## src/rtl/sprite_pkg.sv

```systemverilog
// Types and screen constants shared by the sprite scheduler and the renderer.
package sprite_pkg;

   localparam int SCREEN_W_DEFAULT = 640;
   localparam int SCREEN_H_DEFAULT = 480;

   typedef struct packed {
      logic [7:0]  id;
      logic [15:0] x;
      logic [15:0] y;
      logic [7:0]  scale;
   } sprite_t;

   typedef enum logic [2:0] {
      IDLE      = 3'd0,
      FETCH     = 3'd1,
      ISSUE     = 3'd2,
      WAIT_DONE = 3'd3,
      POP       = 3'd4,
      GAP       = 3'd5
   } sched_state_t;

   function automatic logic [7:0] sat_inc(input logic [7:0] v);
      return (v == 8'hFF) ? v : v + 8'd1;
   endfunction

endpackage

```

## src/rtl/sprite_scheduler.sv

```systemverilog
// Per-frame walker over the sprite queue: skip off-screen heads, issue draws,
// wait for completion under a watchdog, then pop with a clean one-cycle pulse.
module sprite_scheduler
   import sprite_pkg::*;
#(
   parameter int MAX_SPRITES = 8,
   parameter int SCREEN_W    = SCREEN_W_DEFAULT,
   parameter int SCREEN_H    = SCREEN_H_DEFAULT,
   parameter int TIMEOUT     = 4096
) (
   input  logic        clock,
   input  logic        reset,
   input  logic        frame_start,
   input  logic        is_empty,
   input  logic [7:0]  sprite_id,
   input  logic [15:0] sprite_x,
   input  logic [15:0] sprite_y,
   input  logic [7:0]  sprite_scale,
   output logic        dequeue,
   output logic        draw_valid,
   input  logic        draw_ready,
   output logic [7:0]  draw_id,
   output logic [15:0] draw_x,
   output logic [15:0] draw_y,
   output logic [7:0]  draw_scale,
   input  logic        draw_done,
   output logic        frame_busy,
   output logic [7:0]  sprite_count,
   output logic [7:0]  skip_count,
   output logic        frame_overrun,
   output logic        budget_hit,
   output logic        timeout_err,
   output logic [2:0]  state
);

   localparam int          WD_W    = (TIMEOUT > 1) ? $clog2(TIMEOUT) : 1;
   localparam logic [WD_W-1:0] WD_LAST = WD_W'(TIMEOUT - 1);
   localparam logic [7:0]  BUDGET  = 8'(MAX_SPRITES);
   localparam logic [15:0] X_LIM   = 16'(SCREEN_W);
   localparam logic [15:0] Y_LIM   = 16'(SCREEN_H);

   sched_state_t    cur;
   sprite_t         cmd;
   logic [WD_W-1:0] watchdog;

   // Valid/ready: a command transfers on the cycle where draw_valid && draw_ready;
   // draw_* are driven from a register and never change while draw_valid is high.
   assign draw_id    = cmd.id;
   assign draw_x     = cmd.x;
   assign draw_y     = cmd.y;
   assign draw_scale = cmd.scale;
   assign state      = cur;

   always_ff @(posedge clock) begin
      if (reset) begin
         cur           <= IDLE;
         cmd           <= '0;
         watchdog      <= '0;
         dequeue       <= 1'b0;
         draw_valid    <= 1'b0;
         frame_busy    <= 1'b0;
         sprite_count  <= 8'd0;
         skip_count    <= 8'd0;
         frame_overrun <= 1'b0;
         budget_hit    <= 1'b0;
         timeout_err   <= 1'b0;
      end else begin
         budget_hit    <= 1'b0;
         timeout_err   <= 1'b0;
         frame_overrun <= frame_start && (cur != IDLE);
         case (cur)
            IDLE: begin
               if (frame_start) begin
                  sprite_count <= 8'd0;
                  skip_count   <= 8'd0;
                  frame_busy   <= 1'b1;
                  cur          <= FETCH;
               end
            end
            FETCH: begin
               if (is_empty) begin
                  frame_busy <= 1'b0;
                  cur        <= IDLE;
               end else if (sprite_count == BUDGET) begin
                  budget_hit <= 1'b1;
                  frame_busy <= 1'b0;
                  cur        <= IDLE;
               end else if (sprite_x >= X_LIM || sprite_y >= Y_LIM) begin
                  skip_count <= sat_inc(skip_count);
                  dequeue    <= 1'b1;
                  cur        <= POP;
               end else begin
                  cmd        <= '{id: sprite_id, x: sprite_x, y: sprite_y, scale: sprite_scale};
                  draw_valid <= 1'b1;
                  cur        <= ISSUE;
               end
            end
            ISSUE: begin
               if (draw_ready) begin
                  draw_valid <= 1'b0;
                  watchdog   <= '0;
                  cur        <= WAIT_DONE;
               end
            end
            WAIT_DONE: begin
               if (draw_done) begin
                  sprite_count <= sat_inc(sprite_count);
                  dequeue      <= 1'b1;
                  cur          <= POP;
               end else if (watchdog == WD_LAST) begin
                  // Abandoned sprite is popped but not counted toward the budget.
                  timeout_err <= 1'b1;
                  dequeue     <= 1'b1;
                  cur         <= POP;
               end else begin
                  watchdog <= watchdog + 1'b1;
               end
            end
            POP: begin
               dequeue <= 1'b0;
               cur     <= GAP;
            end
            GAP: begin
               cur <= FETCH;
            end
            default: begin
               cur <= IDLE;
            end
         endcase
      end
   end

endmodule

```

## config.mk

```make
export PLATFORM = sky130hd
export DESIGN_NAME = sprite_scheduler
export DESIGN_NICKNAME = d
export VERILOG_FILES = /design/src/rtl/sprite_pkg.sv /design/src/rtl/sprite_scheduler.sv
export SDC_FILE = /design/constraint.sdc
export NUM_CORES = 1
export LEC_CHECK = 0
export BUFFER_PORTS_ARGS = -buffer_cell sky130_fd_sc_hd__buf_2
export CORE_ASPECT_RATIO = 0.8
export CORE_MARGIN = 2
export CORE_UTILIZATION = 42
export CTS_CLUSTER_SIZE = 12
export DETAILED_ROUTE_END_ITERATION = 8
export PLACE_DENSITY = 0.69
export SLEW_MARGIN = 5
export SYNTH_ARGS = -nofsm -noshare
export SYNTH_HDL_FRONTEND = slang
export SYNTH_SLANG_ARGS = --single-unit
```

## constraint.sdc

```tcl
create_clock -name clock -period 2.8 [get_ports clock]
set_clock_uncertainty 0.1 [all_clocks]
set_input_delay 0.28 -clock clock [delete_from_list [all_inputs] [get_ports clock]]
set_output_delay 0.28 -clock clock [all_outputs]
set_load 0.01 [all_outputs]
```

# Yosys cells after proc, flatten, opt, wreduce, memory -nomap -nowiden
# Index checks and enable logic that the tools add are counted.
[word_totals]
reg_bits = 85
latch_bits = 0
ramBits = 0
mem_bits_ro = 0
input_bits = 54
out_inout_bits = 73
wordCells = 103
memories = 0
[classes]
add_sub_neg = 3
n_mul = 0
div_mod_pow = 0
order_cmp = 2
eq_ne = 22
shifts = 0
mux = 38
bitwise_logic = 5
n_reduce_logical = 19
[op_table]
columns = ["op", "n"]
rows = [
  ["$mux 8", 7],
  ["$mux 12", 3],
  ["$pmux 8 s2", 2],
  ["$pmux 12 s2", 1],
  ["$ne 2x2->1 const B", 11],
  ["$mux 3", 7],
  ["$pmux 3 s6", 1],
  ["$add 8x1->8 const B", 2],
  ["$eq 8x8->1 const B", 2],
  ["$ge 16x10->1 const B", 1],
  ["$ge 16x9->1 const B", 1],
  ["$mux 1", 14],
  ["$add 12x1->12 const B", 1],
  ["$eq 12x12->1 const B", 1],
  ["$reduce_and 4->1", 3],
  ["$reduce_and 5->1", 2],
  ["$eq 8x4->1 const B", 1],
  ["$reduce_bool 2->1", 4],
  ["$eq 3x2->1 const B", 2],
  ["$eq 3x3->1 const B", 2],
  ["$ne 3x3->1 const B", 2],
  ["$reduce_and 3->1", 2],
  ["$reduce_and 6->1", 1],
  ["$reduce_bool 3->1", 2],
  ["8 further kinds", 14],
]

# Depth between registers and ports, before layout
# Gate-level depths: netlist of the first run.
[depth]
depth_word = 6
mapped_depth = 9
depth_no_buf = 7

# Worst setup path before layout of the first run
# OpenSTA, ideal clock, no wires.
[synth_path]
path_kind = "register to register"
startpoint = "register sprite_count[0]"
endpoint = "register cmd (netlist bit draw_scale[6])"
setup_time_ns = 0.128
arrival_time_ns = 1.889
required_time_ns = 2.572
slack_ns = 0.684
path_stages_with_launch = 10
path_buffers = 2
synth_period_minus_slack_ns = 2.116
cell_sequence = "dfxtp_1 -> inv_1 -> ha_1 -> nor4b_1 -> a31o_2 -> nor4_2 -> buf_4 -> buf_4 -> mux2i_1 -> nor2_1"
[synth_via]
elab_chain_cells = 3
[synth_rtl]
columns = ["item", "line_no", "rtl"]
rows = [
  ["from (decl)", "sprite_scheduler.sv:28", "output logic [7:0] sprite_count,"],
  ["from (signal assigned)", "sprite_scheduler.sv:107", "sprite_count <= sat_inc(sprite_count);"],
  ["$eq 8x4->1", "sprite_scheduler.sv:84", "end else if (sprite_count == BUDGET) begin"],
  ["$not 1->1 (no line)", "--", ""],
  ["$reduce_and 4->1 (no line)", "--", ""],
  ["to (signal assigned)", "sprite_scheduler.sv:93", "cmd <= '{id: sprite_id, x: sprite_x, y: sprite_y, scale: sprite_scale};"],
  ["to (decl)", "sprite_scheduler.sv:43", "sprite_t cmd;"],
]
# Every way passes these cells.
# A chain may end at the register's enable or synchronous reset.

# Worst setup path after layout of the first run
[layout_path]
startpoint = "register sprite_count[0]"
endpoint = "register cmd (netlist bit draw_y[9])"
# Same word-level chain as after synthesis.

==> impl_metrics.csv, run 1 <==
group,metric,value,unit
worst_hold_path,hold_class,"in -> reg",
clock_tree,cts-htree-levels,3,
clock_tree,cts.path.max_buffers,2,
synth,synth_top_cells_by_area,"dfxtp_1 48%, mux2i_1 12%, nor2_1 6.2%",
die,core_area,8370,um2
synth,synth-main-ff-cell,"dfxtp_1",
final_layout,drive_above_1_share,0.305,
synth,synth_most_common_cell,"dfxtp_1",
clock_tree,insertion_delay,0.35,ns
placed_design,dp_cells,605,
run,cap_violations,0,
timing,tightest_slew,0.847,ns
placed_design,port_buffers,126,
worst_hold_path,hold-path-endpoint,"budget_hit",
grt,grt_usage,0.184,
die,ios,127,
synth,synth.yosys.seq_area_share,0.477,
detailed_routing,wirelength,8.34,mm
detailed_routing,vias,3156,
detailed_routing,first_pass_iters,4,
power_and_ir_drop,p_leak,1.94,nW
die,die_h,86.4,um
worst_setup_path,cp_num_buf_inv,2,
timing,clock.fmax,414,MHz
status,outcome,"finished, final reports clean",
timing,slew_viol_final,0,
clock_tree,postCtsSetupBuffers,0,
grt,grt_pass1_vias,2968,
worst_setup_path,crit_chain,"inv_1 -> ha_1 -> nor4b_1 -> a31o_2 -> nor4_4 -> buf_12 -> nor2_1 -> and2_1",
placed_design,gp_congestion,0.780,
grt,grt_pass1_wl,13.6,mm
timing,post-route-period-util,0.862,
placed_design,detailed_place_hpwl,6.12,mm
die,initial_core_util,0.426,
final_layout,fill_cells,797,
worst_hold_path,min_from,"is_empty",
worst_setup_path,cp_slowest_cell,"nor4b_1",
worst_setup_path,reg2reg_setup_slack,0.39,ns
synth,synth-seq-cells,85,
detailed_routing,drc,0,
synth,ys_async_sr_fraction,0,
synth,synth_fp_nets,435,
timing,period_needed,2.41,ns
worst_setup_path,rr_startpoint,"sprite_count[0]",
synth,yosys.area.top_type,"dfxtp_1",
detailed_routing,antenna_left,0,
worst_setup_path,cpPeakStageDelay,0.49,ns
power_and_ir_drop,powerDensity,502,nW/um2
timing,final_hold_viol_count,0,
power_and_ir_drop,power,2.28,mW
clock_tree,root_buffer,"clkbuf_8",
worst_setup_path,end_kind,"register",
die,die-width,107,um
synth,synth_top_cell_area_share,0.477,
final_layout,fin_util,0.541,
grt,grt_remaining_overflow,0,
clock_tree,cts_tree,"yes",
detailed_routing,wire_per_inst,13.4,um
worst_setup_path,required,3.00,ns
synth,synth_area_per_cell,9.46,um2
worst_setup_path,rr_worst_depth,8,
worst_setup_path,r2r_end,"draw_y[9]",
synth,yosys_warnings,0,
die,rows,30,
final_layout,n_antenna_cell,0,
grt,grt_max_degree,35,
final_layout,fin_cells,621,
clock_tree,holdBufCountCts,0,
clock_tree,clock_sinks,85,
worst_setup_path,path_delay_family,"simple AND/OR/NAND/NOR gates",
synth,synth_cell_types,50,
synth,synth_edf_count,0,
synth,synthTopCellsByCount,"85 x dfxtp_1, 59 x nor2_1, 42 x mux2i_1",
clock_tree,cts_made_buffers,9,
power_and_ir_drop,ir_worst_vdd,310,uV
worst_setup_path,worstPathArrival,2.62,ns
synth,synthCells,377,
worst_setup_path,crit_fanout,22,
grt,antenna_found_initial,0,
timing,rsz0062_at_grt,"no",
timing,relSlewSlack,0.435,
final_layout,syn_to_final_growth,27.0,%
synth,synth_area,3570,um2
final_layout,final_nets,562,
clock_tree,ctsResizeCount,0,
detailed_routing,drt_iter0_drc,123,
worst_setup_path,path_class,"reg -> reg",
clock_tree,clk_pin_slew,0.09,ns
worst_hold_path,hold_depth,2,
timing,setup_viol,0,
detailed_routing,via_per_inst,5.08,
timing,fin_setup_tns,0,ns
die,die_area,9250,um2
worst_setup_path,startpoint_type,"register",
state kept, by name, summed over array words and instances, names as in the netlist:
signal / flops
budget_hit: 1
dequeue: 1
draw_id: 8
draw_scale: 8
draw_valid: 1
draw_x: 16
draw_y: 16
frame_busy: 1
frame_overrun: 1
skip_count: 8
sprite_count: 8
state: 3
timeout_err: 1
watchdog: 12
where the power goes:
| group | internal [mW] | switching, mW |
|---|---|---|
| logic | 0.0682 | 0.0871 |
| registers | 1.22 | 0.0136 |
| clock network | 0.425 | 0.465 |
kinds of logic (layout without fill, tap and decap cells):
| logic type | Yosys count | after routing | share of synthesized area |
|---|---|---|---|
| AND/OR/NAND/NOR | 166 | 166 | 0.243 |
| flip-flops | 85 | 85 | 0.477 |
| AO/OA/AOI/OAI | 45 | 45 | 0.0863 |
| multiplexers | 43 | 43 | 0.121 |
| buffers and inverters | 22 | 154 | 0.0288 |
| XOR/XNOR | 12 | 12 | 0.0295 |
| adder cells (fa/ha/maj) | 4 | 4 | 0.0140 |
cells in the final DEF (no fill, tap or decap), drive strengths merged, types with 7 or more instances in the layout:
cell type	n
a21oi	14
and2	14
buf	133
clkbuf	9
dfxtp	85
inv	9
mux2i	42
nand2	21
nand2b	8
nand3	9
nand4	8
nor2	60
nor4	11
o211ai	7
worst max-delay path by stage:
stage                          startpoint             to  slack (ns)  cells after the start
after detailed placement  sprite_count[0]      draw_y[9]        0.43                      8
final                     sprite_count[0]      draw_y[9]        0.39                      8
after global routing      sprite_count[1]     draw_y[13]        0.11                      8
after CTS                 sprite_count[0]     draw_x[10]        0.34                      8
after floorplan           sprite_count[0]  draw_scale[6]        0.68                      9
after global placement    sprite_count[0]     draw_x[15]        0.47                      8
area by class of cell:
class	count	area, um2	area share
clock buffer	9	124	0.0273
clock inverter	7	78.8	0.0174
inverter	5	18.8	0.00414
multi-input combinational	270	1770	0.391
sequential	85	1700	0.376
tap	112	140	0.0309
timing repair buffer	133	696	0.154
metrics by stage:
step	instance area, um2	setup slack (ns)	hold slack [ns]
global route	4530	0.114	0.0293
detailed placement	4330	0.433	0.341
finish	4530	0.387	0.0397
global placement	4330	0.469	0.334
floorplan	3570	0.684	0.259
CTS	4530	0.336	0.0169
layer usage:
metal,GRT usage,share of wire,up-vias
met3,0.0722,0.087,6
li1,-,-,1597
met4,0.0602,0.0082,0
met1,0.235,0.45,1451
met2,0.286,0.45,102
met5,0,0,-
No activity file was read; power rests on OpenSTA's default activity.
==> run 2, diff against run 1 <==
--- a/config.mk
+++ b/config.mk
@@ -5,13 +5,14 @@
 export SDC_FILE = /design/constraint.sdc
 export NUM_CORES = 1
 export LEC_CHECK = 0
+export ABC_AREA = 1
 export BUFFER_PORTS_ARGS = -buffer_cell sky130_fd_sc_hd__buf_2
 export CORE_ASPECT_RATIO = 0.8
 export CORE_MARGIN = 2
 export CORE_UTILIZATION = 42
 export CTS_CLUSTER_SIZE = 12
 export DETAILED_ROUTE_END_ITERATION = 8
-export PLACE_DENSITY = 0.69
+export PLACE_DENSITY = 0.68
 export SLEW_MARGIN = 5
 export SYNTH_ARGS = -nofsm -noshare
 export SYNTH_HDL_FRONTEND = slang
==> run 2 against run 1 <==
Net effect: sequential share of layout area is 2.5 points lower; global-route usage is 2.7 points higher; sequential power is 8% higher; worst setup slack better by 0.29 ns; critical path depth is 1 higher; wire length is 24% higher; first-iteration DRC count is 32% higher; sequential cell count stayed put; synthesized cell count is 41% higher; area after synthesis is 7.5% higher; critical path type unchanged; largest cell class unchanged; highest routed layer unchanged.
==> impl_metrics.csv, run 2 <==
group,metric,value,unit
timing,rsz0062_at_grt,"no",
clock_tree,root_buffer,"clkbuf_16",
final_layout,fin_util,0.541,
worst_setup_path,required,2.97,ns
worst_setup_path,rr_startpoint,"sprite_count[0]",
worst_hold_path,hold_class,"in -> reg",
detailed_routing,drc,0,
timing,period_needed,2.12,ns
worst_setup_path,startpoint,"sprite_count[0]",
synth,synthCells,533,
run,cap_violations,0,
synth,synth_area,3830,um2
worst_setup_path,path_class,"reg -> reg",
synth,synth_fp_nets,591,
final_layout,final_cell_mix,"126 x buf_2, 103 x nor2_1, 96 x nand2_1",
final_layout,fill_cells,884,
synth,yosys.area.top_type,"dfxtp_1",
synth,synth_edf_count,0,
power_and_ir_drop,powerDensity,698,nW/um2
die,initial_core_util,0.428,
power_and_ir_drop,ir_worst_vdd,419,uV
final_layout,drive_above_1_share,0.237,
detailed_routing,first_pass_iters,4,
placed_design,detailed_place_hpwl,7.38,mm
grt,grt_pass1_vias,3542,
timing,final_hold_viol_count,0,
status,outcome,"finished, final reports clean",
clock_tree,cts_tree,"yes",
timing,fin_setup_tns,0,ns
detailed_routing,drt_iter0_drc,162,
clock_tree,insertion_delay,0.33,ns
synth,synth-main-ff-cell,"dfxtp_1",
worst_setup_path,crit_chain,"inv_1 -> ha_1 -> nand3_1 -> nor2_1 -> or2_1 -> nor2_4 -> buf_12 -> o21ai_1 -> nor2_1",
final_layout,syn_to_final_growth,26.5,%
final_layout,n_antenna_cell,0,
die,ios,127,
synth,synth-seq-cells,85,
worst_setup_path,cpMostUsedCell,"nor2_1",
worst_setup_path,path_delay_family,"simple AND/OR/NAND/NOR gates",
clock_tree,ctsResizeCount,0,
timing,setup_viol,0,
worst_setup_path,crit_fanout,28,
timing,tightest_slew,0.725,ns
grt,grt_max_degree,45,
clock_tree,postCtsSetupBuffers,0,
synth,synth_area_per_cell,7.19,um2
grt,antenna_found_initial,0,
worst_setup_path,cpPeakStageDelay,0.43,ns
die,core_area,8960,um2
die,rows,31,
synth,synth_top_cell_area_share,0.444,
clock_tree,cts.path.max_buffers,2,
final_layout,multi_input_area,1880,um2
timing,clock.fmax,472,MHz
final_layout,final-seq-area,1700,um2
timing,relSlewSlack,0.516,
worst_hold_path,min_from,"is_empty",
clock_tree,cts_made_buffers,9,
synth,synthTopCellsByCount,"103 x nor2_1, 96 x nand2_1, 85 x dfxtp_1",
grt,grt_pass1_wl,17.0,mm
grt,grt_remaining_overflow,0,
timing,slew_viol_final,0,
grt,grt_usage,0.211,
detailed_routing,wirelength,10.3,mm
worst_setup_path,cp_slowest_cell,"nor2_4",
clock_tree,clock_sinks,85,
die,die-width,111,um
worst_setup_path,end_kind,"register",
worst_setup_path,worstPathArrival,2.29,ns
synth,synth_top_cells_by_area,"dfxtp_1 44%, nor2_1 10%, nand2_1 9.4%",
clock_tree,clk_pin_slew,0.07,ns
placed_design,gp_congestion,0.862,
detailed_routing,antenna_left,0,
detailed_routing,vias,3876,
synth,synth_cell_types,32,
final_layout,layout_commonest_cell,"buf_2",
placed_design,dp_cells,758,
clock_tree,cts-htree-levels,3,
synth,ys_async_sr_fraction,0,
final_layout,fin_cells,774,
clock_tree,holdBufCountCts,0,
detailed_routing,wire_per_inst,13.4,um
power_and_ir_drop,p_leak,2.21,nW
die,die_area,9920,um2
synth,synth.yosys.seq_area_share,0.444,
die,die_h,89.5,um
placed_design,port_buffers,126,
detailed_routing,via_per_inst,5.01,
worst_setup_path,startpoint_type,"register",
final_layout,final_nets,712,
synth,synth_most_common_cell,"nor2_1",
synth,yosys_warnings,0,
timing,post-route-period-util,0.757,
worst_setup_path,cp_num_buf_inv,2,
## run 2: cell types whose count changed after synthesis, sizes merged, moves of 14 or more
cell and delta:
nand2 +76, nor2 +46, mux2i -42, o21ai +37
nor3 +36, inv +29, nand3 +21, a21oi +15
and2 -14
## run 2: kinds of logic after synthesis
logic type	synth area share
and+or+nand+nor	0.351
AOI/OAI and AO/OA	0.0998
buffers and inverters	0.0669
xor gates and xnor gates	0.0251
DFF	0.444
adders and majority gates	0.0131
## run 2: routing by layer
| layer | GRT usage | wire length [um] | vias up |
|---|---|---|---|
| li1 | - | - | 1988 |
| met1 | 0.270 | 4790 | 1778 |
| met2 | 0.350 | 4700 | 104 |
| met3 | 0.0637 | 760 | 6 |
| met4 | 0.0591 | 91 | 0 |
| met5 | 0 | 0 | - |
## run 2: where the power goes
part	total [mW]	leakage [nW]	switching, mW	internal [mW]
sequential	1.33	0.686	0.0569	1.27
combinational	0.865	1.38	0.598	0.267
clock	1.19	0.145	0.491	0.701
## run 2: area by class of cell
cell class	instances	share of cell area
multi-input cells	390	0.387
flip-flops and latches	85	0.351
inverters	35	0.0271
well taps	115	0.0297
repair buffers	133	0.143
clock inverters	6	0.0147
clock buffers	10	0.0472
## run 2: worst paths after layout
check | end | slack [ns] | cells after the start
max | draw_x[4] | 0.68 | 9
min reg2reg | draw_valid | 0.36 | 2
max reg2reg | draw_x[4] | 0.68 | 9
min | budget_hit | 0.05 | 2
## run 2: stage by stage
| step | area [um2] | setup slack [ns] | hold WS, ns | total power [mW] |
|---|---|---|---|---|
| after global routing | 4850 | 0.487 | 0.0490 | 3.59 |
| after global placement | 4550 | 0.694 | 0.340 | 2.19 |
| after detailed placement | 4550 | 0.678 | 0.351 | 2.21 |
| after floorplan | 3830 | 0.999 | 0.256 | 1.93 |
| after CTS | 4850 | 0.672 | 0.0385 | 3.41 |
| final | 4850 | 0.680 | 0.0512 | 3.38 |
